File: config.mk
export PLATFORM = sky130hd
export DESIGN_NAME = ring_buffer_flags
export DESIGN_NICKNAME = d
export VERILOG_FILES = /design/src/rtl/ring_buffer_flags.sv
export SDC_FILE = /design/constraint.sdc
export NUM_CORES = 1
export LEC_CHECK = 0
export CELL_PAD_IN_SITES_DETAIL_PLACEMENT = 2
export CELL_PAD_IN_SITES_GLOBAL_PLACEMENT = 2
export CORE_ASPECT_RATIO = 0.5
export CORE_MARGIN = 8
export CORE_UTILIZATION = 37
export DETAILED_ROUTE_END_ITERATION = 8
export PLACE_DENSITY_LB_ADDON = 0.25
export SLEW_MARGIN = 40
export SYNTH_ARGS = -nofsm -noshare
export SYNTH_HDL_FRONTEND = slang
export SYNTH_SLANG_ARGS = --single-unit
File: constraint.sdc
create_clock -name clk -period 2.55 [get_ports clk]
set_input_delay 0.6375 -clock clk [delete_from_list [all_inputs] [get_ports clk]]
set_output_delay 0.6375 -clock clk [all_outputs]
set_load 0.1 [all_outputs]
File: src/rtl/ring_buffer_flags.sv
// Single-clock ring buffer with occupancy count, almost-full/empty flags, sticky errors and read strobe.
// Optional build macro RING_BUFFER_OVERWRITE_EN: a write while full in mode 10 overwrites the oldest entry.
module ring_buffer_flags #(
  parameter int REG_WIDTH = 8,
  parameter int PTR_SIZE  = 3,
  parameter int AF_MARGIN = 2,
  parameter int AE_MARGIN = 2
) (
  input  logic                 clk,
  input  logic                 reset,
  input  logic [1:0]           mode,
  input  logic [REG_WIDTH-1:0] WData,
  input  logic                 clr_err,
  output logic [REG_WIDTH-1:0] RData,
  output logic                 rvalid,
  output logic                 isEmpty,
  output logic                 isFull,
  output logic                 almostEmpty,
  output logic                 almostFull,
  output logic [PTR_SIZE:0]    count,
  output logic                 overflow,
  output logic                 underflow
);

  localparam int DEPTH = 2 ** PTR_SIZE;
  localparam logic [PTR_SIZE:0] FULL_CNT = (PTR_SIZE + 1)'(DEPTH);
  localparam logic [PTR_SIZE:0] AF_TH    = (PTR_SIZE + 1)'(DEPTH - AF_MARGIN);
  localparam logic [PTR_SIZE:0] AE_TH    = (PTR_SIZE + 1)'(AE_MARGIN);

  logic [REG_WIDTH-1:0] mem [DEPTH];
  logic [PTR_SIZE-1:0]  wr_ptr;
  logic [PTR_SIZE-1:0]  rd_ptr;

  logic empty;
  logic full;
  logic read_ok;
  logic write_ok;
  logic wr_when_full;
  logic ovw;
  logic ovf_set;
  logic unf_set;

  always_comb begin
    empty        = (count == '0);
    full         = (count == FULL_CNT);
    read_ok      = mode[0] & ~empty;
    wr_when_full = (mode == 2'b10) & full;
`ifdef RING_BUFFER_OVERWRITE_EN
    ovw          = wr_when_full;
`else
    ovw          = 1'b0;
`endif
    // In mode 11 the read frees the slot, so a full buffer still takes the write.
    write_ok     = mode[1] & (~full | mode[0] | ovw);
    ovf_set      = wr_when_full;
    unf_set      = mode[0] & empty;
  end

  always_ff @(posedge clk) begin
    if (!reset && write_ok) begin
      mem[wr_ptr] <= WData;
    end
  end

  always_ff @(posedge clk) begin
    if (reset) begin
      wr_ptr <= '0;
      rd_ptr <= '0;
      count  <= '0;
    end else begin
      if (write_ok) begin
        wr_ptr <= wr_ptr + 1'b1;
      end
      // An overwrite discards the oldest entry, so the read side advances too.
      if (read_ok || ovw) begin
        rd_ptr <= rd_ptr + 1'b1;
      end
      if (write_ok && !read_ok && !ovw) begin
        count <= count + 1'b1;
      end else if (read_ok && !write_ok) begin
        count <= count - 1'b1;
      end
    end
  end

  always_ff @(posedge clk) begin
    if (reset) begin
      RData  <= '0;
      rvalid <= 1'b0;
    end else begin
      if (read_ok) begin
        RData <= mem[rd_ptr];
      end
      rvalid <= read_ok;
    end
  end

  // Setting an error wins over a same-cycle clear.
  always_ff @(posedge clk) begin
    if (reset) begin
      overflow  <= 1'b0;
      underflow <= 1'b0;
    end else begin
      overflow  <= ovf_set | (overflow & ~clr_err);
      underflow <= unf_set | (underflow & ~clr_err);
    end
  end

  assign isEmpty     = empty;
  assign isFull      = full;
  assign almostFull  = (count >= AF_TH);
  assign almostEmpty = (count <= AE_TH);

endmodule

Yosys cells after proc, flatten, opt, wreduce, memory -nomap -nowiden
Memory sizes are Yosys's and may differ from the RTL's. A register that Yosys moved wholly into a read port is not among the register bits.
Index checks and enable logic that the tools add are counted.
Cells by class
  muxes and demuxes: 4
  equality and inequality tests: 2
  bitwise operators: 12
  reduce and logical (&&, ||, !) cells: 8
  $add $sub $neg: 4
  magnitude comparators: 2
Operators with widths (count)
  4-bit two-way mux: 2
  3-bit by 1-bit adder with 3-bit output, second input constant: 2
  1-bit bitwise AND: 6
  4-bit by 1-bit adder with 4-bit output, second input constant: 1
  4-bit == test, second input constant: 1
  4-bit by 3-bit greater-or-equal comparator with 1-bit output, second input constant: 1
  4-bit by 2-bit <= comparator with 1-bit output, second input constant: 1
  4-bit zero test: 1
  4-bit by 1-bit subtractor with 4-bit output, second input constant: 1
  1-bit logical AND: 3
  1-bit zero test: 3
  1-bit inverter: 3
  1-bit bitwise OR: 3
  2-bit == test, second input constant: 1
  1-bit two-way mux: 2
  2-bit nonzero test: 1
Word-level totals
  memories: 1
  input port bits: 13
  bits in registers: 13
  bits in writable memories: 64
  logic and storage cells: 39
  output and inout port bits: 19
Memory list
  mem: words 8, bits a word 8, rd ports 1, clocked after Yosys merged registers in 1, write ports 1, RTL line 30  | logic [REG_WIDTH-1:0] mem [DEPTH];

Longest topological paths before layout
Gate-level depths: netlist of the first run.
  depth in word-level cells: 8
  depth in mapped cells: 10
  gate-level depth less buffers: 10

Worst setup path before layout of the first run
Ideal clock, no wire load.
  path type: register -> output
  start point: register count[0]
  end point: output port isEmpty
  path buffers: 0
  arrival: 3.826 ns
  stages on the path, launching flop included: 2
  path slack: -1.914 ns
  cell sequence: dfxtp_1 nor4_1
On the way
  word-level cells in the longest chain between the ends: 1
Ends and longest elaborated chain
  start, declared: RTL line 20  | output logic [PTR_SIZE:0] count,
  start signal, assigned: RTL line 79  | count <= count + 1'b1;
  start signal, assigned: RTL line 81  | count <= count - 1'b1;
  4-bit zero test: RTL line 44  | empty = (count == '0);
  end, declared: RTL line 16  | output logic isEmpty,
No other way between the ends.

Worst setup path in the final report of the first run
  start point: register count[0]
  end point: register count[3]
On the way
  word-level cells in the longest chain between the ends: 7
  elaborated cells on any way between the ends: 16
Ends and longest elaborated chain
  4-bit == test *: RTL line 45  | full = (count == FULL_CNT);
  1-bit inverter *: RTL line 54  | write_ok = mode[1] & (~full | mode[0] | ovw);
  1-bit bitwise OR *: RTL line 54
  1-bit bitwise AND *: RTL line 54
  net write_ok: RTL line 37  | logic write_ok;
  1-bit zero test: RTL line 80  | end else if (read_ok && !write_ok) begin
  1-bit logical AND: RTL line 80
  2-bit nonzero test (no source line)
Mark *: on every way through the listed nets, which the timed path passes. The rest lies on a longest branch. The select of a mux whose other input is x is not followed.
A chain may end at the register's enable or synchronous reset.

==> results of run 1 <==
==> state kept, by name, indices dropped and copies added (netlist names) <==
signal / count
wr_ptr: 3
RData: 8
rvalid: 1
overflow: 1
rd_ptr: 3
mem: 64
count: 4
underflow: 1
==> final cells by class <==
type,count,area (um^2),share of cell area [%]
sequential,85,2360,55.1
clock inverter,6,93.8,2.19
timing repair buffer,54,448,10.5
inverter,4,20.0,0.468
multi-input combinational,107,987,23.1
clock buffer,9,225,5.26
tap,117,146,3.42
==> per-stage QoR <==
| step | hold WS (ns) | utilization (%) | cell area (um^2) | power, mW | instances |
|---|---|---|---|---|---|
| 5_1_grt | 0.543 | 49.0 | 4280 | 5.39 | 382 |
| 3_3_place_gp | 0.481 | 45.3 | 3960 | 3.71 | 367 |
| 2_1_floorplan | 0.492 | - | 3420 | 3.27 | 206 |
| 4_1_cts | 0.507 | 49.0 | 4280 | 5.26 | 382 |
| 3_5_place_dp | 0.495 | 45.3 | 3960 | 3.79 | 367 |
| 6_report | 0.500 | 49.0 | 4280 | 5.19 | 382 |
==> metal layers <==
layer  track usage, %  wire length [um]  share of wire, %  vias up
li1                 -                 -                 -      899
met5                0                 0                 0        -
met2             26.0              4560                52       42
met1             16.5              3720                42     1047
met3             4.71               398               4.5        9
met4             5.14               121               1.4        0
==> path summary, 6_finish.rpt <==
check            from       end  slack, ns
max reg2reg  count[0]  count[3]       0.08
min          RData[6]  RData[6]       0.50
min reg2reg  RData[6]  RData[6]       0.50
max          count[0]  count[3]       0.08
==> logic make-up after synthesis <==
family,Yosys count
DFF,85
xor gates and xnor gates,6
buffers and inverters,14
muxes,19
AOI/OAI and AO/OA,20
adders and majority gates,6
and+or+nand+nor,56
==> Yosys cell counts <==
cell type | n | area share (%)
sky130_fd_sc_hd__a211oi_1 | 2 | 0.45
sky130_fd_sc_hd__mux2i_1 | 2 | 0.60
sky130_fd_sc_hd__xor2_1 | 3 | 0.78
sky130_fd_sc_hd__xnor2_1 | 2 | 0.52
sky130_fd_sc_hd__nor4_1 | 2 | 0.37
sky130_fd_sc_hd__nand2_1 | 6 | 0.67
sky130_fd_sc_hd__nor2b_1 | 3 | 0.56
sky130_fd_sc_hd__buf_4 | 3 | 0.67
sky130_fd_sc_hd__a21o_1 | 1 | 0.22
sky130_fd_sc_hd__o22ai_1 | 8 | 1.5
sky130_fd_sc_hd__mux4_2 | 16 | 11
sky130_fd_sc_hd__o211ai_1 | 1 | 0.22
sky130_fd_sc_hd__fa_1 | 1 | 0.60
sky130_fd_sc_hd__xnor2_2 | 1 | 0.49
sky130_fd_sc_hd__dfxtp_1 | 21 | 13
sky130_fd_sc_hd__o21ai_4 | 1 | 0.49
sky130_fd_sc_hd__inv_4 | 1 | 0.19
sky130_fd_sc_hd__nand2_2 | 1 | 0.19
sky130_fd_sc_hd__o41a_1 | 1 | 0.34
sky130_fd_sc_hd__mux2_2 | 1 | 0.34
sky130_fd_sc_hd__nand2b_1 | 1 | 0.19
sky130_fd_sc_hd__inv_1 | 3 | 0.34
sky130_fd_sc_hd__edfxtp_1 | 64 | 57
sky130_fd_sc_hd__nor2_1 | 28 | 3.1
sky130_fd_sc_hd__a21oi_1 | 4 | 0.60
sky130_fd_sc_hd__buf_2 | 2 | 0.30
sky130_fd_sc_hd__clkbuf_1 | 5 | 0.56
sky130_fd_sc_hd__nor4b_1 | 1 | 0.26
sky130_fd_sc_hd__nor3_1 | 11 | 1.6
sky130_fd_sc_hd__or4b_4 | 1 | 0.41
sky130_fd_sc_hd__nand3b_1 | 1 | 0.22
sky130_fd_sc_hd__ha_1 | 5 | 1.9
sky130_fd_sc_hd__nand3_1 | 1 | 0.15
sky130_fd_sc_hd__a31oi_1 | 1 | 0.19
sky130_fd_sc_hd__a21oi_2 | 1 | 0.26
==> report_power, final <==
group | switching (mW) | internal, mW | total [mW]
clock network | 0.571 | 0.863 | 1.43
registers | 0.0704 | 1.62 | 1.69
logic | 1.40 | 0.661 | 2.06
==> critical path: stages (launching register included) <==
cell	delay, ns
sky130_fd_sc_hd__dfxtp_4	0.34
sky130_fd_sc_hd__or4b_4	0.59
sky130_fd_sc_hd__o21ai_4	0.20
sky130_fd_sc_hd__inv_4	0.05
sky130_fd_sc_hd__ha_4	0.16
sky130_fd_sc_hd__inv_4	0.06
sky130_fd_sc_hd__ha_4	0.20
sky130_fd_sc_hd__a21oi_2	0.14
sky130_fd_sc_hd__a211oi_1	0.09
sky130_fd_sc_hd__a31oi_1	0.16
sky130_fd_sc_hd__mux2_2	0.35
==> run summary, run 1 <==
The worst slack after detailed placement was -0.180 ns. The library cells used most frequently in the layout, excluding fill and tap cells, are sky130_fd_sc_hd__edfxtp_1, sky130_fd_sc_hd__buf_4, sky130_fd_sc_hd__nor2_1. Number of nets at the end of the flow: 280. The per-instance average area after synthesis came out at 16.3 um^2. For the final weighted congestion of routability-driven global placement, the log shows 0.692. The count of hold buffers inserted by post-cts repair is 0, and the number of CTS-inserted buffers is 9. The worst clock skew is 0.00798 ns. Synthesis handed over a netlist of 206 instances.

Power spread over the standard cell area amounts to 1210 mW/mm^2. The area share of and/or/nand/nor cells after synthesis is 7.81%. Input and output buffers added on the ports amount to 31. In the routed design, unresolved DRC markers number 0. The total via count in the routed design is 1997, and the via count of the first global-routing pass is 2291.

At the worst endpoint, the arrival time is 2.71 ns. Wires add up to 8800 um. Of the post-synthesis cell area, the part taken by muxes is 11.7%.

The filler cells instantiated in the layout total 792. The tools report the endpoint type of the worst setup path as a register. The slew at the pin with the worst max-slew slack was 0.453 ns. The clock period minus final worst setup slack is 2.47 ns, and the final max-slew violation count is 0. In this run the static leakage power is 1.50 nW. The run gives 0 as the count of final hold-check violations.

In this run the tightest slew margin relative to its limit is 69.8%. The clock tree synthesis step divided the H-tree into 3 levels. TritonCTS built the clock tree. The logs give 85 for the number of sinks on the clock net and 0 for the final setup violation count. From bottom edge to top edge, the die measures 83.3 um. After legalization and detailed placement, the total HPWL measured 5730 um. When the netlist entered floorplanning its net count stood at 225. After synthesis, the largest family of logic cells by area is multiplexers. The tools report the initial antenna violation count as 0. The synthesized flop and latch total came out at 85. The worst-case IR drop observed on VDD is 0.684 mV. In the finished design, the share of the clock period the worst path needs comes to 97.1%. The number of cells on the worst reg-to-reg path is 10. The critical path in this run is classified as register to register. The synthesized cell area is 0.00335 mm^2.

Global routing finished with a remaining overflow of 0. At the later pin of the worst-skew pair, clock insertion delay measures 0.35 ns. 32 I/O pins were placed. The number of nets still failing antenna checks after routing was 0; the reported max-cap violation count was 0. The tools report the startpoint type of the worst setup path as a register. Cell row count: 24.

Root buffer selected by CTS: sky130_fd_sc_hd__clkbuf_16. At the worst endpoint, the required time is 2.78 ns. For the initial DRC count, the log shows 85. The flow ran to the end, and the final reports show no timing, DRC or antenna violations. Before antenna repair, the detailed router went through 4 iterations. The sequential cell area fraction in the yosys report was 69.9%. The area growth from synthesis to final layout is 27.7%. The leading cell type in the layout, fill and taps excluded is sky130_fd_sc_hd__edfxtp_1.

The number of antenna diodes in the final layout is 0. Dividing the detail-routed wire length by the instance count gives 23.0 um. Once routing completed, OpenROAD measured the worst setup slack at 0.0751 ns.

The overall track demand over capacity in global routing was 14.8%. Based on the critical path, the design can be clocked at up to 0.404 GHz. The xor-xnor portion of the synthesized cell area works out to 1.79%. The area enclosed by the die boundary came out at 0.0125 mm^2. For the starting density of the core, the log shows 38.3%. The highest net fanout along the worst path is 4, and the synthesized-area fraction occupied by ao, oa, aoi and oai cells is 4.26%. The number of cells on the worst hold path works out to 2. The share of synthesized cell area in full adder, half adder and majority cells was 2.47%; the number of buffers added for setup after CTS was 0. The detail-routed via count per cell came out at 5.23. Maximum root-to-sink buffer count: 2.

Clock-pin slew was measured on the worst setup and hold paths at 0.06 ns. The first global-routing pass estimated 13500 um of wire. The tools report the pin count of the biggest net entering global routing as 20. The number of different library cells used by synthesis comes to 35. Setup repair after global routing left no endpoint under its margin.

The die outline width is 151 um, and the number of warnings reported in the yosys synthesis log is 0. The core region is 0.00874 mm^2. The quantity of gates resized following cts was 0. Type of the worst min-delay path: register to register. Fraction of layout instances using a drive strength above 1: 34.0%. Aggregate negative setup slack: 0 ns.
(Power assumes the default switching activity.)
==> run 2, diff against run 1 <==
CORE_MARGIN = 1.5   (was 8)
==> run 2 against run 1 <==
Net effect:
- die area is 23% lower
- non-clock buffer count is 1 lower
- worst hold slack worse by 0.0049 ns
- maximum frequency is 0.60% lower
- largest cell class unchanged
==> run summary, run 2 (synthesis results as in run 1) <==
For the number of placed instances, taps included, the log shows 366. The detail-routed via count per cell is 5.19, and the worst slew margin relative to its limit is 67.5%. TritonCTS built the clock tree. The first routing iteration left 129 violations. The count of cells in the finished layout, fillers not included, comes to 382.

The worst clock skew is 0.00587 ns. The launch instance of the worst register-to-register path was count[2]. Walking the worst path, the cells encountered are or4b_4 > o21ai_4 > inv_4 > ha_4 > inv_4 > ha_4 > a21oi_4 > a211oi_2 > a31oi_1 > mux2_2. The floorplan step set the die width to 138 um.

Before antenna repair, the detailed router went through 4 iterations. The number of antenna diodes was 0. The slew at the pin with the worst max-slew slack is 0.487 ns, and the depth of the most critical reg-to-reg path is 10.

Cells with a size suffix above 1 make up 34.7% of the layout. The logs give 0.495 ns for the post-route worst hold slack and 8220 um for the sum of routed wire length over all layers. The final max-slew violation count came out at 0.

After clock tree synthesis, the clock-pin slew on the worst setup and hold paths is 0.07 ns. The run finished with clean final reports. Along the worst hold path, the cell count comes to 2. The delay of the slowest cell on the worst path came out at 0.58 ns. In the final layout, the multi-input gates occupy 0.00101 mm^2. The final setup violation count was 0. The tools report the via count of the first global-routing pass as 2180. The tools report the endpoint of the worst hold-timing path as RData[1]. The worst register-to-register path ends at count[3]. The arrival time at the worst endpoint is 2.72 ns.

For the cell row count, the log shows 24. Register bank with the most flops: mem. The routed layout has 1983 vias.

The tools report the root buffer selected by CTS as sky130_fd_sc_hd__clkbuf_16. The finished cells cover 0.00428 mm^2. Once the floorplan was initialized, standard cells occupied 38.3% of the core. Pin count of the biggest net entering global routing: 19. Leaving out fill and tap cells, the most frequent cells in the layout are sky130_fd_sc_hd__edfxtp_1, sky130_fd_sc_hd__buf_4, sky130_fd_sc_hd__nor2_1. The die covers 0.00967 mm^2. The leakage power was 1.49 nW.

Leaving out fill and tap cells, the most frequent cell in the layout is sky130_fd_sc_hd__edfxtp_1. The total of buffers placed on input and output ports was 31; the number of sinks on the clock net was 85. Setup repair after global routing could not meet its margin everywhere.

The number of flip-flops in the largest register was 64. Pin placement for this block handled 32 I/O pins. Summed over all layers, the global routing overflow is 0. The largest registers in the layout are mem: 64 flops, RData: 8 flops, count: 4 flops.

The filler cell count was 821. The critical path is of the register to register type. Critical path required time: 2.78 ns.

Relative to the synthesized area, the layout overhead comes to 27.8%. The tools report the total placed instance area as 0.00396 mm^2. Registers take 0.00236 mm^2. STA classifies the critical path startpoint as a register. The power density of the placed cells is 1190 mW/mm^2, and the number of nets at the end of the flow is 279. The overall track demand over capacity in global routing is 18.9%, and the maximum root-to-sink buffer count is 2. The worst hold path begins at RData[1]. The top achievable clock speed came out at 0.402 GHz. Among all stages on the critical path, the largest delay is contributed by sky130_fd_sc_hd__or4b_4. The H-tree depth was 3; the final core utilization was 49.0%. The run gives 0.723 as the final weighted congestion of routability-driven global placement. Max-cap violations in this run came to 0. Height of the die: 70.3 um.

The worst setup path is captured at a register. The core region is 0.00874 mm^2. In the final timing run, aggregate negative setup slack is 0 ns.

The worst voltage drop across the vdd grid is 0.797 mV, and the detailed-route wire length per cell is 21.5 um. The number of nets still failing antenna checks after routing is 0, and the count of final hold-check violations is 0. The DRC violations left was 0. The tools report the slack of the worst reg-to-reg path as 0.06 ns. The logs give 0 for the initial antenna violation count and 5350 um for the HPWL reported at the end of detailed placement. The first global-routing pass estimated 12600 um of wire. Of all nets on the critical path, the largest fanout is 4. The type of the worst min-delay path was register to register. For the worst-skew pair, the clock arrives at the later sink with an insertion delay of 0.35 ns.

Final period utilization: 97.6%. Subtracting the final worst setup slack from the clock period gives 2.49 ns. The number of CTS-inserted buffers is 9.
run 2: worst max path at each step:
stage                     startpoint  depth (start not counted)        to
after floorplan             count[3]                         10  count[3]
after global placement       mode[0]                         11  count[3]
after detailed placement     mode[0]                         11  count[3]
after CTS                   count[0]                         10  count[3]
after global routing        count[2]                         10  count[3]
final                       count[2]                         10  count[3]
run 2: routing by layer:
layer	vias to the layer above	share of wire, %	GRT usage, %
met4	0	1.7	7.72
met3	12	4.5	4.58
li1	899	-	-
met2	48	50	31.4
met5	-	0	0
met1	1024	44	23.6
run 2: what timing repair did:
item | 4_1_cts | 5_1_grt
resized for setup | 0 | 3
hold endpoints to repair | 0 | 0
setup buffers | 0 | 0
endpoints found under the setup margin | 0 | 1
hold buffers | 0 | 0
run 2: worst max-delay path: cells and delay by family (launching register included):
family                   cells  cell delay [ns]
AO/OA/AOI/OAI                4             0.60
adder cells (fa/ha/maj)      2             0.37
buffers and inverters        2             0.12
flip-flops                   1             0.34
multiplexers                 1             0.35
AND/OR/NAND/NOR              1             0.58
run 2: area by class of cell:
type / count / share of cell area, %
clock buffer: 10 / 5.35
clock inverter: 6 / 1.81
inverter: 4 / 0.468
multi-input combinational: 107 / 23.6
sequential: 85 / 55.1
tap: 117 / 3.42
timing repair buffer: 53 / 10.3
run 2: report_power, final:
part / internal [mW] / switching, mW
Sequential: 1.62 / 0.0710
Clock: 0.780 / 0.573
Combinational: 0.660 / 1.39
run 2: through the flow:
stage	setup WS, ns	power (mW)
floorplan	-0.102	3.27
global placement	-0.136	3.69
detailed placement	-0.245	3.77
CTS	0.00910	5.13
global route	-0.0224	5.32
finish	0.0601	5.09
==> run 3, diff against run 2 <==
CAP_MARGIN = 20   (was unset)
GPL_ROUTABILITY_DRIVEN = 0   (was unset)
PLACE_DENSITY = 0.7   (was unset)
PLACE_DENSITY_LB_ADDON = unset   (was 0.25)
==> run 3 against run 2 <==
Net effect:
- maximum frequency increased by 2.4%
- wire length is 3.5% higher
- cell count unchanged
- count of clock-buffer cells in the layout fell by 1
- core utilization shrank 0.072 points
- sequential power hardly changed
- clock power about the same
- largest cell class unchanged
==> run summary, run 3 (synthesis results as in run 1) <==
The overall track demand over capacity in global routing was 19.9%. The number of nets still failing antenna checks after routing was 0. At the placement stage, the worst setup path has a slack of -0.213 ns. In this run the horizontal extent of the chip is 138 um.

The critical path required time was 2.78 ns; the filler cell count was 800. The run finished with clean final reports. The run gives 279 as the number of nets at the end of the flow. The number of buffers added for setup after CTS was 0; the worst path setup slack after routing was 0.119 ns.

The analysis attributes to cell leakage a power of 1.49 nW. For the final database, setup skew stands at 0.00727 ns. The launch instance of the worst register-to-register path is count[2]. The tools report the startpoint type of the worst setup path as a register.

The die covers 0.00967 mm^2. The depth of the most critical reg-to-reg path works out to 10. The largest registers in the layout are mem: 64 flops, RData: 8 flops, count: 4 flops.

In this run the worst path has a maximum fanout of 4. IR analysis of the VDD net gives a maximum drop of 0.820 mV. TritonCTS built the clock tree. Setup violations remaining at the end of the flow were counted as 0. Detail-routed via count per cell: 5.26.

Endpoint of the worst hold-timing path: RData[4]. The pin count of the biggest net entering global routing was 23; the area growth from synthesis to final layout was 27.6%. Headroom to the max-slew limit came out at 66.6%.

After detailed routing, the total wire length is 8510 um. The initial utilization of the core area, before any placement, comes to 38.3%. The clock slew seen by the registers of the worst setup and hold paths came out at 0.07 ns. The initial DRC count was 113; the number of antenna diodes was 0. The worst register-to-register path ends at count[3]. In the finished design, the share of the clock period the worst path needs comes to 95.4%.

Power density of the placed cells: 1190 mW/mm^2. The clock passes through at most 2 buffers. Detailed routing inserted a total of 2011 vias. The count of hold buffers inserted by post-cts repair came out at 0.

The tools report the total iterations of the first detailed-routing run as 4. Dividing the detail-routed wire length by the instance count gives 22.3 um. The HPWL reported at the end of detailed placement is 5430 um. Worst hold path startpoint: RData[4].

Number of flip-flops in the largest register: 64. Summed over all layers, the global routing overflow is 0. The most critical setup path has its startpoint at count[2].

In this run the tool buffered the top-level ports with 31 buffer cells. The number of primary I/O pins is 32, and the area of the core is 0.00874 mm^2. For the later-pin clock latency in the skew report, the log shows 0.34 ns.

The endpoint type of the worst setup path was a register. For the pin with the worst max-slew slack, the measured transition is 0.501 ns. In the layout the commonest cells are sky130_fd_sc_hd__edfxtp_1, sky130_fd_sc_hd__buf_4, sky130_fd_sc_hd__nor2_1.

The number of sinks on the clock net was 85; the top achievable clock speed was 0.411 GHz. The first global-routing pass estimated 13200 um of wire. The register bank with the most flops was mem. The final max-slew violation count is 0, and the initial antenna violation count is 0. Clock tree synthesis inserted a total of 9 buffers. The slack of the worst reg-to-reg path was 0.12 ns; the fraction of layout instances using a drive strength above 1 was 34.7%. The type of the worst min-delay path is register to register.

For the reported max-cap violation count, the log shows 0. Setup repair after global routing left no endpoint under its margin. The logs give 0 for the count of final hold-check violations and 0 for the DRC violations left.

The height of the die came out at 70.3 um. CTS built an H-tree with a depth of 3. The worst path in the final design needs a cycle of 2.43 ns, including I/O delays and setup. The leading cell type in the layout, fill and taps excluded was sky130_fd_sc_hd__edfxtp_1.

The initialized floorplan defines 24 standard-cell rows. The via count of the first global-routing pass is 2224. Counting instances, the worst hold path has a depth of 2. For the final routed database, the setup TNS stands at 0 ns. Critical path start-end classification: register to register. The tree is rooted in a sky130_fd_sc_hd__clkbuf_16. Data arrives at the worst endpoint at 2.66 ns.
-- run 3: cell count changes in the layout (fill, tap and decap cells not counted) --
cell                       before  now
sky130_fd_sc_hd__clkinv_4       0    1
sky130_fd_sc_hd__a211oi_1       0    1
sky130_fd_sc_hd__clkbuf_1       1    0
sky130_fd_sc_hd__inv_8          2    1
sky130_fd_sc_hd__a211oi_2       2    1
sky130_fd_sc_hd__clkinv_2       0    1
-- run 3: layout make-up --
type	instances	area, um^2	share of cell area (%)
clock inverters	7	80.1	1.87
inverters	4	20.0	0.468
repair buffers	53	440	10.3
clock buffers	9	225	5.27
multi-input cells	107	1010	23.5
well taps	117	146	3.42
flip-flops and latches	85	2360	55.1
-- run 3: worst max-delay path by stage --
stage                           to  cells after the start  slack (ns)
after detailed placement  count[3]                     11       -0.21
final                     count[3]                     10        0.12
after global placement    count[3]                     11       -0.13
after global routing      count[3]                     10       0.005
after floorplan           count[3]                     10       -0.10
after CTS                 count[3]                     10        0.07
-- run 3: repair_timing --
item | in CTS | in global routing
gates resized for setup | 0 | 2
endpoints found under the hold margin | 0 | 0
endpoints found under the setup margin | 0 | 1
-- run 3: power by group --
group	switching [mW]	internal (mW)	leakage, nW
Sequential	0.0702	1.62	0.753
Combinational	1.40	0.663	0.589
Clock	0.568	0.773	0.148
Total	2.04	3.06	1.49
-- run 3: metal layers --
metal	share of wire, %	vias up	GRT usage (%)
met5	0	-	0
met4	0.76	0	5.61
met3	4.4	4	5.08
met2	51	40	33.9
met1	44	1065	25.2
li1	-	902	-
-- run 3: critical path, cell delays in order (launching register included) --
cell and delay, ns:
sky130_fd_sc_hd__dfxtp_4 0.34, sky130_fd_sc_hd__or4b_4 0.58, sky130_fd_sc_hd__o21ai_4 0.18, sky130_fd_sc_hd__inv_4 0.05, sky130_fd_sc_hd__ha_4 0.16, sky130_fd_sc_hd__inv_4 0.06, sky130_fd_sc_hd__ha_4 0.21, sky130_fd_sc_hd__a21oi_4 0.13
sky130_fd_sc_hd__a211oi_1 0.09, sky130_fd_sc_hd__a31oi_1 0.17, sky130_fd_sc_hd__mux2_2 0.35
-- run 3: per-stage QoR --
step / utilization, % / cells / cell area [um^2] / hold slack, ns / power [mW]
2_1_floorplan: - / 206 / 3420 / 0.492 / 3.27
3_3_place_gp: 45.3 / 366 / 3960 / 0.479 / 3.70
4_1_cts: 48.8 / 382 / 4260 / 0.503 / 5.13
5_1_grt: 48.9 / 382 / 4280 / 0.527 / 5.32
6_report: 48.9 / 382 / 4280 / 0.498 / 5.09
3_5_place_dp: 45.3 / 366 / 3960 / 0.490 / 3.77
